<file path="src/rtl/regfile_sb.sv">
// rtl/regfile_sb.sv - register file with byte-enable writeback, write-to-read bypass and busy-bit scoreboard
module regfile_sb #(
  parameter int DATA_W  = 32,
  parameter int ADDR_W  = 5,
  parameter int SP_IDX  = 29,
  parameter int SP_INIT = 256,
  parameter int BYPASS  = 1
) (
  input  logic                  clk,
  input  logic                  reset,
  input  logic [ADDR_W-1:0]     rd_addr_a,
  output logic [DATA_W-1:0]     rd_data_a,
  output logic                  rd_busy_a,
  input  logic [ADDR_W-1:0]     rd_addr_b,
  output logic [DATA_W-1:0]     rd_data_b,
  output logic                  rd_busy_b,
  input  logic                  wr_en,
  input  logic [ADDR_W-1:0]     wr_addr,
  input  logic [DATA_W-1:0]     wr_data,
  input  logic [DATA_W/8-1:0]   wr_be,
  input  logic                  issue_en,
  input  logic [ADDR_W-1:0]     issue_addr,
  input  logic                  flush,
  output logic [ADDR_W:0]       pend_cnt
);

  localparam int DEPTH = 2 ** ADDR_W;
  localparam int BE_W  = DATA_W / 8;

  logic [DATA_W-1:0] regs_q [DEPTH];
  logic [DATA_W-1:0] regs_d [DEPTH];
  logic [DEPTH-1:0]  busy_q;
  logic [DEPTH-1:0]  busy_d;
  logic [ADDR_W:0]   pend_cnt_q;
  logic [ADDR_W:0]   pend_cnt_d;

  // Stored value merged with a same-cycle write on enabled lanes; r0 always reads as zero.
  function automatic logic [DATA_W:0] read_mux(
    input logic [ADDR_W-1:0] addr,
    input logic [DATA_W-1:0] stored,
    input logic              busy,
    input logic              we,
    input logic [ADDR_W-1:0] wa,
    input logic [DATA_W-1:0] wd,
    input logic [BE_W-1:0]   be
  );
    logic [DATA_W-1:0] d;
    logic              bz;
    d  = stored;
    bz = busy;
    if (BYPASS != 0 && we && wa == addr) begin
      bz = 1'b0;
      for (int b = 0; b < BE_W; b++) begin
        if (be[b]) d[8*b +: 8] = wd[8*b +: 8];
      end
    end
    if (addr == '0) begin
      d  = '0;
      bz = 1'b0;
    end
    return {bz, d};
  endfunction

  // Next register contents: enabled byte lanes of the addressed register take wr_data.
  always_comb begin
    for (int i = 0; i < DEPTH; i++) begin
      regs_d[i] = regs_q[i];
      for (int b = 0; b < BE_W; b++) begin
        if (i != 0 && wr_en && wr_addr == ADDR_W'(i) && wr_be[b]) begin
          regs_d[i][8*b +: 8] = wr_data[8*b +: 8];
        end
      end
    end
  end

  // Next busy bits: flush beats issue, a new producer beats writeback to the same register.
  always_comb begin
    busy_d = busy_q;
    if (flush) begin
      busy_d = '0;
    end else begin
      if (wr_en && wr_addr != '0)       busy_d[wr_addr]    = 1'b0;
      if (issue_en && issue_addr != '0) busy_d[issue_addr] = 1'b1;
    end
    busy_d[0] = 1'b0;
  end

  // Population count of the next busy bits, registered so pend_cnt tracks busy_q.
  always_comb begin
    pend_cnt_d = '0;
    for (int i = 0; i < DEPTH; i++) begin
      pend_cnt_d = pend_cnt_d + {{ADDR_W{1'b0}}, busy_d[i]};
    end
  end

  // State registers; reset clears everything except the stack pointer.
  always_ff @(posedge clk or negedge reset) begin
    if (!reset) begin
      for (int i = 0; i < DEPTH; i++) begin
        regs_q[i] <= (i == SP_IDX && i != 0) ? DATA_W'(SP_INIT) : '0;
      end
      busy_q     <= '0;
      pend_cnt_q <= '0;
    end else begin
      for (int i = 0; i < DEPTH; i++) begin
        regs_q[i] <= regs_d[i];
      end
      busy_q     <= busy_d;
      pend_cnt_q <= pend_cnt_d;
    end
  end

  // Combinational read ports.
  always_comb begin
    {rd_busy_a, rd_data_a} = read_mux(rd_addr_a, regs_q[rd_addr_a], busy_q[rd_addr_a],
                                      wr_en, wr_addr, wr_data, wr_be);
    {rd_busy_b, rd_data_b} = read_mux(rd_addr_b, regs_q[rd_addr_b], busy_q[rd_addr_b],
                                      wr_en, wr_addr, wr_data, wr_be);
  end

  assign pend_cnt = pend_cnt_q;

endmodule

</file>
<file path="config.mk">
export PLATFORM = sky130hd
export DESIGN_NAME = regfile_sb
export DESIGN_NICKNAME = d
export VERILOG_FILES = /design/src/rtl/regfile_sb.sv
export SDC_FILE = /design/constraint.sdc
export NUM_CORES = 2
export LEC_CHECK = 0
export BUFFER_PORTS_ARGS = -buffer_cell sky130_fd_sc_hd__buf_2
export CAP_MARGIN = 20
export CELL_PAD_IN_SITES_DETAIL_PLACEMENT = 0
export CELL_PAD_IN_SITES_GLOBAL_PLACEMENT = 1
export CORE_ASPECT_RATIO = 0.7
export CORE_MARGIN = 1.5
export CORE_UTILIZATION = 45
export CTS_BUF_LIST = sky130_fd_sc_hd__clkbuf_8 sky130_fd_sc_hd__clkbuf_16
export CTS_CLUSTER_DIAMETER = 80
export DETAILED_ROUTE_END_ITERATION = 10
export PLACE_DENSITY = 0.85
export SLEW_MARGIN = 20
export SYNTH_ARGS = -nofsm -noshare
export SYNTH_HDL_FRONTEND = slang
export SYNTH_SLANG_ARGS = --single-unit
</file>
<file path="constraint.sdc">
create_clock -name clk -period 4.3 [get_ports clk]
set_input_delay 0.43 -clock clk [delete_from_list [all_inputs] [get_ports clk]]
set_output_delay 0.43 -clock clk [all_outputs]
set_load 0.01 [all_outputs]
</file>
Word-level counts from Yosys, hierarchy flattened
Index checks and enable logic that the tools add are counted.
{"block": "op_classes", "n_addsub": 30, "n_lt_le_gt_ge": 8, "eq_ne": 33, "mux": 34, "n_bitwise": 5, "reduce_logical": 165}
{"op": "two-way mux 32 bit", "count": 12}
{"op": "binary-select mux 32 bit (select 5 bit)", "count": 2}
{"op": "logical AND 1 bit", "count": 161}
{"op": "adder 6 x 1 -> 6 bit", "count": 25}
{"op": "== test 5 bit, second input constant", "count": 16}
{"op": "two-way mux 8 bit", "count": 8}
{"op": "== test 5 x 4 -> 1 bit, second input constant", "count": 8}
{"op": "bitwise AND 32 bit", "count": 1}
{"op": "inverter 32 bit", "count": 1}
{"op": "OR 32 bit", "count": 1}
{"op": "less-than comparator 5 x 6 -> 1 bit, second input constant", "count": 4}
{"op": "== test 5 x 3 -> 1 bit, second input constant", "count": 4}
{"op": "greater-or-equal comparator 6 bit, second input constant", "count": 2}
{"op": "inverter 5 -> 6 bit", "count": 2}
{"op": "binary-select mux 1 bit (select 5 bit)", "count": 2}
{"op": "demux 1 bit (select 5 bit)", "count": 2}
{"op": "== test 5 x 2 -> 1 bit, second input constant", "count": 2}
{"op": "== test 5 bit", "count": 2}
{"op": "greater-or-equal comparator 5 x 1 -> 1 bit, second input constant", "count": 2}
{"op": "zero test 5 bit", "count": 2}
{"op": "nonzero test 5 bit", "count": 2}
{"op": "two-way mux 1 bit", "count": 8}
{"op": "adder 5 x 1 -> 6 bit", "count": 1}
{"op": "adder 4 x 1 -> 5 bit", "count": 1}
{"op": "4 further kinds", "count": 4}
{"block": "totals", "ff_bits": 1029, "in_bits": 61, "out_inout_bits": 72, "elab_cells": 401}

Logic depth before layout (Yosys ltp)
{"block": "logic_depth", "depth_word": 41, "depth_mapped": 22}

Least setup slack after synthesis
Ideal clock, no wire load.
{"block": "synth_path", "path_kind": "input port to flip-flop", "startpoint": "input wr_en", "endpoint": "register pend_cnt_q[4], in the netlist pend_cnt[4]", "setup_ns": 0.080, "arrival_ns": 5.485, "setup_slack_ns": -1.265, "stages": 20, "path_cell_list": "clkbuf_1 -> nor2b_1 -> nand2_1 -> o21ai_0 -> a21oi_1 -> fa_1 -> inv_1 -> fa_1 -> inv_1 -> fa_1 -> inv_1 -> fa_1 -> fa_1 -> fa_1 -> fa_1 -> inv_1 -> fa_1 -> a21o_1 -> a21oi_1 -> xnor2_1"}
{"block": "synth_via", "word_cells_on_any_way": 36}
{"element": "start, declared", "line_no": "17", "source": "input logic wr_en,"}
{"element": "logical AND 1 bit (*)", "line_no": "82", "source": "if (wr_en && wr_addr != '0) busy_d[wr_addr] = 1'b0;"}
{"element": "two-way mux 32 bit (*)", "line_no": "82"}
{"element": "two-way mux 32 bit (*)", "line_no": "79", "source": "if (flush) begin"}
{"element": "OR 32 bit (no line)"}
{"element": "two-way mux 32 bit (*)", "line_no": "83", "source": "if (issue_en && issue_addr != '0) busy_d[issue_addr] = 1'b1;"}
{"element": "two-way mux 32 bit (*)", "line_no": "79"}
{"element": "named net busy_d[24]", "line_no": "33", "source": "logic [DEPTH-1:0] busy_d;"}
{"element": "adder 6 x 1 -> 6 bit (*) (8 in a row)", "line_no": "92", "source": "pend_cnt_d = pend_cnt_d + {{ADDR_W{1'b0}}, busy_d[i]};"}
{"element": "named net pend_cnt_d[4]", "line_no": "35", "source": "logic [ADDR_W:0] pend_cnt_d;"}
{"element": "end signal, assigned", "line_no": "109", "source": "pend_cnt_q <= pend_cnt_d;"}
{"element": "end, declared", "line_no": "34", "source": "logic [ADDR_W:0] pend_cnt_q;"}
Mark *: on every way through the listed nets, which the timed path passes. The rest lies on a longest branch. The select of a mux whose other input is x is not followed.
A chain may end at the register's enable or synchronous reset.

Worst setup path after layout
{"block": "layout_path", "startpoint": "register busy_q[20]", "endpoint": "register pend_cnt_q[4], in the netlist pend_cnt[4]"}
{"block": "layout_via", "elab_chain_cells": 18}
{"element": "start, declared", "line_no": "32", "source": "logic [DEPTH-1:0] busy_q;"}
{"element": "start signal, assigned", "line_no": "108", "source": "busy_q <= busy_d;"}
{"element": "bitwise AND 32 bit (no line)"}
{"element": "two-way mux 32 bit (*)", "line_no": "82"}
{"element": "two-way mux 32 bit (*)", "line_no": "79"}
{"element": "OR 32 bit (no line)"}
{"element": "two-way mux 32 bit (*)", "line_no": "83"}
{"element": "two-way mux 32 bit (*)", "line_no": "79"}
{"element": "named net busy_d[20]", "line_no": "33"}
{"element": "adder 6 x 1 -> 6 bit (*) (12 in a row)", "line_no": "92"}
{"element": "named net pend_cnt_d[4]", "line_no": "35"}
Marks and branches as above.

==> summary.txt <==
Timing
  – Final Cycle Share: 114%
  – Setup ws final: -589 ps
  – Slew @ Worst Pin: ~1100 ps
  – Slew HR: between 20 and 30%
  – Fmax: between 200 and 250 MHz
  – Worst clock skew: 10.3 ps
  – RSZ-0062 raised after global routing: true
  – Setup violations, final: 6
  – Final hold vios: 0
  – Max-slew violations: 0
  – Fin crit period: between 4000 and 5000 ps

Pwr
  – VDD IR max: between 0.0003 and 0.0004 V
  – PwrDens: 404 nW/um2
  – Leak: around 0.029 uW
  – Power, Total: about 26000 uW

CTS
  – Clock sinks: about 1000
  – Total CTS buffers: between 100 and 150
  – Root Buffer: clkbuf_16
  – Clock Latency Late Sink: approximately 720 ps
  – CTS tree: built
  – Worst-path clk slew: roughly 60 ps
  – H-tree Lvls: 3
  – Max Buffers Root-to-Sink: 3

Cells and area
  – Most common cell after layout, fill and taps aside: mux2_2
  – Multi-input logic area: 30300 um2
  – Register area: 25800 um2
  – Nets@finish: roughly 4400
  – Commonest cells after routing, fill and taps aside: 1040 x mux2_2, 1028 x dfrtp_1, 464 x mux4_2
  – Layout Cells excl Fill: approximately 6100
  – Layout cells sized above 1: 47.1%
  – Area Growth Syn to Fin: 11.7%
  – Design Area, Final: 64500 um2
  – Filler cells: ~10000
  – Final core occ: about half

Global routing
  – Tot GR Track Use: 27.2%
  – GR Layer Usage met2: between 30% and 40%
  – Top Usage Layer GRT: met1
  – Global-route wire length before repair: 266 mm
  – GR Util met1: around two fifths
  – Pin count of the biggest net entering global routing: approximately 120
  – Antenna violations before repair: 16
  – Number of global-route vias before repair: roughly 40000
  – Total gr overflow: 0
  – Met3 Resource Use GR: around 8%

Setup path
  – Max stage delay cell, worst path: fa_1
  – Worst Path Max Fanout: 2
  – Arrival time worst endpoint: 5530 ps
  – R2R cell count: 17
  – Worst-path cell chain: o21ai_2 > a21oi_2 > inv_1 > fa_1 > fa_1 > inv_1 > fa_1 > inv_2 > fa_1 > fa_1 > fa_1 > fa_2 > inv_2 > fa_2 > a21o_1 > a21oi_2 > xnor2_1
  – CP Launch Type: flop
  – R2R Path Start: busy_q[20]$_DFF_PN0_
  – R2R Setup Slk: -590 ps
  – Crit end category: flop
  – Worst path required time: 4940 ps
  – Worst path max stage delay: 530 ps
  – Most used cell, CP: fa_1
  – CP Class: flop to flop
  – RR Endpoint: pend_cnt[4]$_DFF_PN0_

Synthesis
  – Seq/Total Area, Yosys: between 40 and 50%
  – Synth warn: 0
  – Post-synth ARST share: 100%
  – Post-Synthesis Cell Area: around 58000 um2
  – Count of cell types in the netlist: 56
  – Net Count, Synth: between 4000 and 5000
  – Number of synthesized flops with an enable pin: 0
  – Synth Register Bits: slightly above 1000
  – Ys flop type: dfrtp_1
  – Syn_area_per_cell: between 10 and 15 um2
  – Post-synthesis instance total: 4225

Detailed routing
  – Routed wire length per instance: ~29 um
  – Iteration-0 DRC Markers: around 4200
  – Via count: approximately 40000
  – Routed WL: ~180 mm
  – Routed Antenna Nets: 0
  – Drt pass-1 iters: 6
  – Via density: ~6.6
  – DRC viols: 0

Placement
  – Area after DPL: 61000 um2
  – Pre-CTS setup slack: -1330 ps
  – Port Buffers: 132
  – RePlAce Congestion: 0.956
  – Hpwl dp: ~120 mm
  – Dpl cells: around 5900

Floorplanning
  – I/O pin count: around 130
  – Horiz. Die Dim: between 400 and 500 um
  – Initial Util: 45.6%
  – CORE AREA: roughly 130000 um2
  – Die area: around 130000 um2
  – Die Ht: roughly 300 um
  – Row count: about 110

Min path
  – Worst min-delay path class: input port to flop
  – Hold path startpoint: flush
  – Worst Hold Endpoint: busy_q[20]$_DFF_PN0_
  – Hold Path Stages: 2

Run status
  – Failing checks: setup timing
  – Status: finished, violations left

Job
  – Max cap viols: 0
metal layers:
layer | wire [um] | up-vias | share of wire [%]
li1 | - | 16400 | -
met1 | 74100 | 21100 | 42
met2 | 75800 | 1915 | 43
met3 | 18100 | 385 | 10
met4 | 8430 | 6 | 4.8
met5 | 40 | - | 0.023
through the flow:
step | hold WS [ps] | setup TNS [ps]
after floorplan | 134 | -3990
after CTS | 125 | -2870
final | 171 | -2800
after global placement | 475 | -6810
after global routing | 171 | -3730
after detailed placement | 489 | -6840
synth_stat cells (5+ instances only):
master | number | area, um2
mux2_2 | 1040 | 11700
dfrtp_1 | 1028 | 25700
mux4_2 | 464 | 10500
nand2_1 | 371 | 1390
clkbuf_1 | 211 | 792
o21ai_0 | 185 | 926
mux2i_1 | 125 | 1250
buf_2 | 95 | 475
a22oi_1 | 62 | 465
inv_1 | 60 | 225
a32oi_1 | 57 | 499
nor2b_1 | 54 | 338
a21oi_1 | 51 | 255
nor2_1 | 49 | 184
a211o_1 | 46 | 403
a211oi_1 | 43 | 323
buf_1 | 37 | 139
nand4_1 | 28 | 175
buf_4 | 26 | 195
fa_1 | 23 | 460
a41oi_1 | 21 | 184
a21o_1 | 16 | 120
nand3_1 | 14 | 70.1
o211ai_1 | 14 | 105
xnor2_1 | 11 | 96.3
o31ai_1 | 10 | 75.1
ha_1 | 7 | 87.6
o21ai_1 | 6 | 30.0
o22a_1 | 6 | 52.6
or2_2 | 6 | 37.5
nand2b_1 | 5 | 31.3
nor3_1 | 5 | 25.0
flip-flops by register name, summed over array words and instances, names as in the netlist:
name / flops
regs_q: 992
busy_q: 31
pend_cnt: 6
where the power goes:
group          leakage (uW)  internal [uW]  switching [uW]
logic                0.0135           2620            2320
registers            0.0137          10900             921
clock network       0.00179           5180            4080
total                0.0290          18700            7320
area by class of cell:
cell class	count	share of cell area, %
multi-input cells	2764	46.9
flip-flops and latches	1029	39.9
clock buffers	126	4.52
repair buffers	347	4.17
well taps	1665	3.23
clock inverters	65	0.824
inverters	61	0.355
diodes	13	0.0504
what timing repair did:
item / in CTS / in global routing
resized for setup: 3 / 11
hold endpoints to repair: 68 / 0
pin swaps: 5 / 12
hold buffers: 1 / 0
buffers inserted: 1 / 4
endpoints found under the setup margin: 6 / 6
logic make-up (layout without fill, tap and decap cells):
group           Yosys count  in the layout  share of synthesized area (%)
simple gates            549            549                           4.14
mux                    1629           1629                           40.6
flops                  1029           1029                           44.6
buf+inv                 432            599                           3.21
compound gates          543            543                           6.34
other cells               0             13                              0
xor+xnor                 13             13                          0.197
fa+ha+maj                30             30                          0.949
worst max-delay path by stage:
stage	startpoint	to	slack, ps	depth (start not counted)
floorplan	wr_en	pend_cnt[4]$_DFF_PN0_	-870	20
global placement	wr_addr[4]	pend_cnt[4]$_DFF_PN0_	-1280	19
detailed placement	wr_addr[4]	pend_cnt[4]$_DFF_PN0_	-1330	19
CTS	busy_q[20]$_DFF_PN0_	pend_cnt[4]$_DFF_PN0_	-630	17
global route	busy_q[20]$_DFF_PN0_	pend_cnt[4]$_DFF_PN0_	-760	17
finish	busy_q[20]$_DFF_PN0_	pend_cnt[4]$_DFF_PN0_	-590	17
worst max-delay path, delay by kind of cell (launching register included):
kind                       cells  cell delay, ps
adders and majority gates      8            3560
DFF                            1             360
xor gates and xnor gates       1             140
AOI/OAI and AO/OA              4             500
buffers and inverters          4             210
Power figures use the tool's default switching activity.
